File: config.mk
export PLATFORM = sky130hd
export DESIGN_NAME = key_pulser
export DESIGN_NICKNAME = d
export VERILOG_FILES = /design/src/rtl/key_pulser.sv
export SDC_FILE = /design/constraint.sdc
export NUM_CORES = 1
export LEC_CHECK = 0
export CAP_MARGIN = 20
export CORE_ASPECT_RATIO = 1.5
export CORE_MARGIN = 2
export CORE_UTILIZATION = 40
export CTS_BUF_LIST = sky130_fd_sc_hd__clkbuf_4 sky130_fd_sc_hd__clkbuf_8
export CTS_CLUSTER_DIAMETER = 40
export DETAILED_ROUTE_END_ITERATION = 16
export PLACE_DENSITY = 0.66
export SLEW_MARGIN = 20
export SYNTH_ARGS = -nofsm -noshare
export SYNTH_HDL_FRONTEND = slang
export SYNTH_SLANG_ARGS = --single-unit
File: constraint.sdc
create_clock -name clk -period 3.16 [get_ports clk]
set_input_delay 0.316 -clock clk [delete_from_list [all_inputs] [get_ports clk]]
set_output_delay 0.316 -clock clk [all_outputs]
set_load 0.01 [all_outputs]
File: src/rtl/key_pulser.sv
// Key front end: synchronizes and debounces raw key contacts, services one key at a time and
// emits a one-clock pulse per accepted press, with optional auto-repeat while the key is held.
module key_pulser #(
  parameter int unsigned NKEYS    = 8,
  parameter int unsigned DEBOUNCE = 250000,
  parameter int unsigned REPEAT   = 12500000
) (
  input  logic             clk,
  input  logic             reset,
  input  logic [NKEYS-1:0] keys,
  input  logic             rpt_en,
  output logic             kp,
  output logic             kl,
  output logic [NKEYS-1:0] sel
);

  localparam int unsigned CntMax = (DEBOUNCE > REPEAT) ? DEBOUNCE : REPEAT;
  localparam int unsigned CntW   = $clog2(CntMax) + 1;

  localparam logic [CntW-1:0] DbLast  = CntW'(DEBOUNCE - 1);
  localparam logic [CntW-1:0] RptLast = CntW'(REPEAT - 1);

  typedef enum logic [2:0] {
    StIdle,
    StDbPress,
    StFire,
    StHeld,
    StDbRel
  } state_e;

  state_e            state_q, state_d;
  logic [CntW-1:0]   cnt_q, cnt_d;
  logic [NKEYS-1:0]  sel_q, sel_d;
  logic [NKEYS-1:0]  sync1_q, s_q;
  logic [NKEYS-1:0]  low_bit;
  logic              hit;

  // Two-flop synchronizer; nothing below looks at keys directly.
  always_ff @(posedge clk or posedge reset) begin
    if (reset) begin
      sync1_q <= '0;
      s_q     <= '0;
    end else begin
      sync1_q <= keys;
      s_q     <= sync1_q;
    end
  end

  // Descending scan so the lowest-index set bit is the one that sticks.
  always_comb begin
    low_bit = '0;
    for (int i = int'(NKEYS) - 1; i >= 0; i--) begin
      if (s_q[i]) begin
        low_bit    = '0;
        low_bit[i] = 1'b1;
      end
    end
  end

  assign hit = |(s_q & sel_q);

  always_comb begin
    state_d = state_q;
    cnt_d   = cnt_q;
    sel_d   = sel_q;
    unique case (state_q)
      StIdle: begin
        if (|s_q) begin
          sel_d   = low_bit;
          cnt_d   = '0;
          state_d = StDbPress;
        end
      end
      StDbPress: begin
        if (!hit) begin
          sel_d   = '0;
          state_d = StIdle;
        end else if (cnt_q == DbLast) begin
          state_d = StFire;
        end else begin
          cnt_d = cnt_q + CntW'(1);
        end
      end
      StFire: begin
        cnt_d   = '0;
        state_d = StHeld;
      end
      StHeld: begin
        if (!hit) begin
          cnt_d   = '0;
          state_d = StDbRel;
        end else if (!rpt_en) begin
          cnt_d = '0;
        end else if (cnt_q == RptLast) begin
          state_d = StFire;
        end else begin
          cnt_d = cnt_q + CntW'(1);
        end
      end
      StDbRel: begin
        // Any contact during the release window restarts it.
        if (hit) begin
          cnt_d = '0;
        end else if (cnt_q == DbLast) begin
          sel_d   = '0;
          state_d = StIdle;
        end else begin
          cnt_d = cnt_q + CntW'(1);
        end
      end
      default: begin
        sel_d   = '0;
        cnt_d   = '0;
        state_d = StIdle;
      end
    endcase
  end

  always_ff @(posedge clk or posedge reset) begin
    if (reset) begin
      state_q <= StIdle;
      cnt_q   <= '0;
      sel_q   <= '0;
    end else begin
      state_q <= state_d;
      cnt_q   <= cnt_d;
      sel_q   <= sel_d;
    end
  end

  assign kp  = (state_q == StFire);
  assign kl  = (state_q != StIdle);
  assign sel = sel_q;

endmodule

==> results of run 1 <==
==> cells in the mapped netlist (3+ instances only) <==
master,instances,area [um^2]
dfrtp_1,52,1300
a21oi_1,22,110
nand2_1,16,60.1
nor2_1,15,56.3
inv_1,14,52.6
nand3_1,14,70.1
o21ai_0,14,70.1
nand4_1,10,62.6
nor3_1,8,40.0
o21ai_1,6,30.0
o31ai_1,6,45.0
a22o_1,5,43.8
or3_1,5,31.3
a22oi_1,4,30.0
and3_1,4,25.0
and4_1,4,35.0
nor4_1,4,25.0
o41ai_1,4,35.0
buf_2,3,15.0
nor4b_1,3,26.3
or4b_1,3,30.0
==> registers in the layout, indices dropped and copies added, names as in the netlist <==
name / count
cnt_q: 25
s_q: 8
sel: 8
sync1_q: 8
state_q: 3
==> critical path, stage by stage, from the launching register on <==
cell	delay [ns]
dfrtp_1	0.46
or4b_1	0.53
nor4_1	0.40
nand4_1	0.32
nand2_2	0.45
nor2_1	0.23
o31ai_1	0.24
==> logic make-up (layout without fill, tap and decap cells) <==
kind of cell	Yosys count	after routing	share of synthesized area, %
simple gates	106	106	23.7
compound gates	84	84	22.8
flops	52	52	49.5
buf+inv	20	47	3.28
fa+ha+maj	1	1	0.476
xor+xnor	1	1	0.333
==> where the power goes <==
| group | internal, mW | leakage (nW) | switching, mW |
|---|---|---|---|
| clock | 0.166 | 0.0448 | 0.220 |
| sequential | 0.713 | 0.681 | 0.0516 |
| combinational | 0.217 | 0.467 | 0.380 |
==> cell type report <==
| class | instances | area share, % |
|---|---|---|
| Timing Repair Buffer | 25 | 7.87 |
| Tap cell | 76 | 3.15 |
| Inverter | 14 | 1.74 |
| Multi-Input combinational cell | 192 | 41.1 |
| Clock buffer | 6 | 2.53 |
| Clock inverter | 2 | 0.539 |
| Sequential cell | 52 | 43.1 |
==> per-stage QoR <==
| stage | utilization, % | cell area, um^2 | setup slack (ns) |
|---|---|---|---|
| floorplan | - | 2630 | 0.890 |
| global placement | 45.5 | 2930 | 0.509 |
| detailed placement | 45.5 | 2930 | 0.441 |
| CTS | 46.9 | 3020 | 0.415 |
| global route | 46.9 | 3020 | 0.184 |
| finish | 46.9 | 3020 | 0.436 |
==> path summary, 6_finish.rpt <==
| path | from | endpoint | slack, ns | cells past startpoint |
|---|---|---|---|---|
| hold / removal | reset | sync1_q[7] | 0.35 | 2 |
| setup reg to reg | cnt_q[7] | cnt_q[4] | 0.44 | 6 |
| hold reg to reg | sync1_q[5] | s_q[5] | 0.35 | 0 |
| min in group clk | sync1_q[5] | s_q[5] | 0.35 | 0 |
| setup / recovery | cnt_q[7] | cnt_q[4] | 0.44 | 6 |
| max in group asynchronous | reset | cnt_q[19] | 2.20 | 3 |
==> metal layers <==
layer / routed length, um / vias to the layer above / GRT usage (%) / share of wire [%]
met1: 2380 / 1069 / 19.1 / 37
met2: 3500 / 60 / 35.4 / 55
met4: 289 / 0 / 12.7 / 4.5
met3: 216 / 21 / 2.81 / 3.4
li1: - / 1065 / - / -
met5: 0 / - / 0 / 0
==> impl_metrics.csv, run 1 <==
group,metric,value,unit
outcome,status,"complete, no violations",
worst_setup_path,path_max_fanout,26,
floorplan,die_y,103,um
detailed_routing,first_pass_iters,4,
sta,fmaxAchievable,0.367,GHz
pwr,power,1.75,mW
clocking,cts_setup_buffers,0,
global_route,antenna_found_initial,0,
sta,hold_viol,0,
clocking,clock_path_buffers,2,
cells_and_area,finalNetCount,302,
sta,finalMaxSlewViolations,0,
cells_and_area,area_growth,14.9,%
logic_synthesis,synth_area_per_cell,9.96,um^2
clocking,clk_pin_slew,0.09,ns
global_route,grt_overflow,0,
pwr,leakagePower,1.19,nW
cells_and_area,final_cell_mix,"dfrtp_1, a21oi_1, clkdlybuf4s50_1",
cells_and_area,nFillCells,620,
logic_synthesis,ys.flop_type,"dfrtp_1",
cells_and_area,drive_above_1_share,9.97,%
floorplan,die_w,70.2,um
detailed_routing,wire_per_inst,17.4,um
sta,fin_worst_skew,0.00662,ns
clocking,ctsHoldBuffers,0,
floorplan,start_util,40.8,%
logic_synthesis,syn_area,2630,um^2
detailed_routing,drtAntennaViolNets,0,
floorplan,ios,21,
global_route,grt_pass1_vias,2244,
logic_synthesis,ys_seq_elements,52,
logic_synthesis,synth_edf_count,0,
placed_design,place_inst,359,
global_route,grt_max_degree,27,
placed_design,place.gp.congestion,0.889,
logic_synthesis,ys_types,61,
sta,setup-tns-final,0,ns
worst_setup_path,critPathRequiredTime,3.38,ns
logic_synthesis,syn_nets,276,
clocking,cts-buffers-inserted,5,
worst_setup_path,setup.worst_path.start_class,"flop",
placed_design,dp.final_hpwl,4910,um
sta,fin_crit_sh,86.2,%
sta,slew-limit-headroom,52.0,%
cells_and_area,fin_cells,367,
global_route,grt.total_usage,18.8,%
sta,setup_viol,0,
sta,holdWs,0.347,ns
cells_and_area,regArea,1300,um^2
clocking,cts_resized,0,
sta,period_minus_slack,2.72,ns
global_route,grt_pass1_wl,10600,um
logic_synthesis,synthCells,264,
flow_run,maxCapViolCount,0,
detailed_routing,remaining_drc_errors,0,
clocking,htree_levels,2,
sta,rsz0062_at_grt,"no",
logic_synthesis,ys_seq_area_share,49.5,%
cells_and_area,final_common_cell,"dfrtp_1",
detailed_routing,wirelength,6390,um
detailed_routing,drt-initial-drc-count,102,
clocking,root_buffer,"clkbuf_8",
floorplan,row_count,36,
clocking,cts_tree,"yes",
cells_and_area,multi_input_area,1240,um^2
detailed_routing,dr_total_vias,2215,
logic_synthesis,async_reset_ff_share,100,%
pwr,ir_drop,0.191,mV
hold_path,hold_path_class,"primary input to async pin",
sta,tightest_slew,0.715,ns
detailed_routing,drt-vias-per-instance,6.04,
pwr,p_per_area,579,nW/um^2
floorplan,die_area,7250,um^2
worst_setup_path,arrival,2.94,ns
clocking,clock_sinks,52,
worst_setup_path,crit_type,"flop to flop",
logic_synthesis,yosysWarnings,0,
placed_design,io_buffers,20,
clocking,worstSkewPairLatency,0.31,ns
cells_and_area,antenna_cells,0,
worst_setup_path,endpoint_kind,"flop",
floorplan,core,6440,um^2
(Power assumes the default switching activity.)
==> run 2: changes to the inputs <==
ABC_AREA = 1   (was default)
==> run 2 against run 1 <==
  * Via count rose by 44%
  * Area after synthesis grew 24%
  * Clock-buffer cell count down 1
  * Largest cell class is now multi-input gates
  * Routed wire length grew 39%
  * Maximum frequency increased by 29%
  * Highest routed layer unchanged
  * Global-route usage rose by 2.6 points
==> impl_metrics.csv, run 2 <==
group,metric,value,unit
outcome,status,"complete, no violations",
sta,setup-tns-final,0,ns
floorplan,row_count,40,
cells_and_area,final_common_cell,"nand2_1",
logic_synthesis,syn_area,3270,um^2
global_route,grt.total_usage,21.4,%
global_route,grt_max_degree,23,
pwr,p_per_area,563,nW/um^2
detailed_routing,first_pass_iters,5,
cells_and_area,largest_reg_flops,25,
worst_setup_path,setup.worst_path.start_class,"flop",
pwr,leakagePower,1.80,nW
placed_design,dp.final_hpwl,7020,um
worst_setup_path,cp.depth,12,
clocking,cts_setup_buffers,0,
floorplan,die_y,115,um
detailed_routing,drt-initial-drc-count,155,
worst_setup_path,crit_type,"flop to flop",
worst_setup_path,cp_slowest_cell,"dfrtp_1",
logic_synthesis,ys_types,35,
pwr,power,2.08,mW
clocking,cts_resized,0,
logic_synthesis,ys_seq_area_share,39.8,%
sta,fin_worst_skew,0.00391,ns
worst_setup_path,endpoint_kind,"flop",
sta,setup_viol,0,
worst_setup_path,ff2ff_path_depth,12,
worst_setup_path,critPathRequiredTime,3.37,ns
logic_synthesis,synth_common_cells,"nand2_1, inv_1, dfrtp_1",
logic_synthesis,synthCells,478,
detailed_routing,remaining_drc_errors,0,
logic_synthesis,ys_seq_elements,52,
clocking,root_buffer,"clkbuf_8",
floorplan,die_area,8930,um^2
clocking,htree_levels,2,
sta,hold_viol,0,
detailed_routing,drt-vias-per-instance,5.21,
logic_synthesis,yosysWarnings,0,
floorplan,ios,21,
logic_synthesis,synth_simple_gate_area_share,43.7,%
floorplan,die_w,77.8,um
worst_setup_path,path_cells,"ha_1 > nand2_2 > nor2_4 > nand2_1 > nor2_1 > nand2_1 > inv_1 > nand2_1 > nand2_1 > nor2_1 > nand3_1 > o21ai_0",
sta,slew-limit-headroom,67.1,%
worst_setup_path,crit_path_max_incr_delay,0.41,ns
logic_synthesis,ys.flop_type,"dfrtp_1",
sta,tightest_slew,0.493,ns
worst_setup_path,crit_family,"simple AND/OR/NAND/NOR gates",
logic_synthesis,synth_top_area_share,39.8,%
clocking,cts_tree,"yes",
floorplan,core,7960,um^2
clocking,worstSkewPairLatency,0.32,ns
sta,period_minus_slack,2.11,ns
worst_setup_path,cpMostUsedCell,"nand2_1",
cells_and_area,finalNetCount,516,
detailed_routing,drtAntennaViolNets,0,
logic_synthesis,async_reset_ff_share,100,%
cells_and_area,final_cell_mix,"nand2_1, inv_1, dfrtp_1",
logic_synthesis,synthMuxAreaShare,0,%
sta,rsz0062_at_grt,"no",
cells_and_area,drive_above_1_share,10.1,%
clocking,clock_path_buffers,2,
worst_setup_path,arrival,2.32,ns
worst_setup_path,path_max_fanout,12,
clocking,cts-buffers-inserted,5,
logic_synthesis,synth_area_per_cell,6.84,um^2
hold_path,hold_path_class,"primary input to async pin",
detailed_routing,wirelength,8870,um
sta,finalMaxSlewViolations,0,
cells_and_area,area_growth,13.0,%
cells_and_area,regMostFlops,"cnt_q",
logic_synthesis,synth_top_family_by_area,"simple AND/OR/NAND/NOR gates",
sta,fmaxAchievable,0.473,GHz
logic_synthesis,synth_edf_count,0,
sta,holdWs,0.328,ns
sta,fin_crit_sh,66.9,%
logic_synthesis,synthAdderAreaFrac,0.382,%
logic_synthesis,syn_nets,490,
logic_synthesis,yosysMostFrequentCell,"nand2_1",
clocking,ctsHoldBuffers,0,
detailed_routing,wire_per_inst,14.5,um
global_route,grt_pass1_vias,3211,
detailed_routing,dr_total_vias,3180,
clocking,clk_pin_slew,0.10,ns
cells_and_area,antenna_cells,0,
global_route,grt_overflow,0,
logic_synthesis,yosysTopAreaCell,"dfrtp_1",
pwr,ir_drop,0.249,mV
flow_run,maxCapViolCount,0,
worst_setup_path,path_buf_inv,1,
placed_design,io_buffers,20,
logic_synthesis,synth.area.top_cells,"dfrtp_1, nand2_1, nand3_1, inv_1, nor2_1",
global_route,grt_pass1_wl,14900,um
clocking,clock_sinks,52,
placed_design,place.gp.congestion,0.956,
floorplan,start_util,41.1,%
logic_synthesis,synth-compound-area-share,6.12,%
logic_synthesis,synth-xor-area-share,0.535,%
global_route,antenna_found_initial,0,
-- run 2: cell count changes after synthesis, moves of 11 or more --
cell	delta
nor2_2	+11
nor2_1	+32
nand2_1	+143
nand4_1	+14
a21oi_1	-20
nand3_1	+34
inv_1	+49
-- run 2: cell families after synthesis --
kind of cell,Yosys count
flip-flops,52
adder cells (fa/ha/maj),1
buffers and inverters,75
AO/OA/AOI/OAI,32
AND/OR/NAND/NOR,316
XOR/XNOR,2
-- run 2: power by group --
part,switching [mW],internal (mW)
Combinational,0.616,0.275
Clock,0.252,0.162
Sequential,0.0545,0.721
Total,0.923,1.16
-- run 2: final cells by class --
type                       instances  area (um^2)
fill                             806         4260
multi-input combinational        351         1660
sequential                        52         1300
timing repair buffer              28          260
inverter                          66          248
tap                              105          131
clock buffer                       5         68.8
clock inverter                     3         25.0
-- run 2: stage by stage --
stage	cells	util (%)	setup slack (ns)	cell area, um^2
6_report	610	46.4	1.05	3700
5_1_grt	610	46.4	0.818	3700
3_5_place_dp	602	45.3	1.04	3600
3_3_place_gp	602	45.3	1.07	3600
2_1_floorplan	478	-	1.51	3270
4_1_cts	610	46.4	1.02	3700
-- run 2: metal layers --
metal,vias up,wire length [um],track usage [%]
met1,1463,3430,23.3
li1,1582,-,-
met5,-,0,0
met3,35,328,2.67
met2,100,4600,38.9
met4,0,512,13.5
-- run 2: worst paths after layout --
path,to,from,slack [ns]
worst max-delay path,cnt_q[22],cnt_q[1],1.05
worst min-delay path,cnt_q[0],reset,0.33
worst max register to register,cnt_q[22],cnt_q[1],1.05
worst min register to register,s_q[6],sync1_q[6],0.36
max in group asynchronous,cnt_q[8],reset,2.16
min in group clk,s_q[6],sync1_q[6],0.36
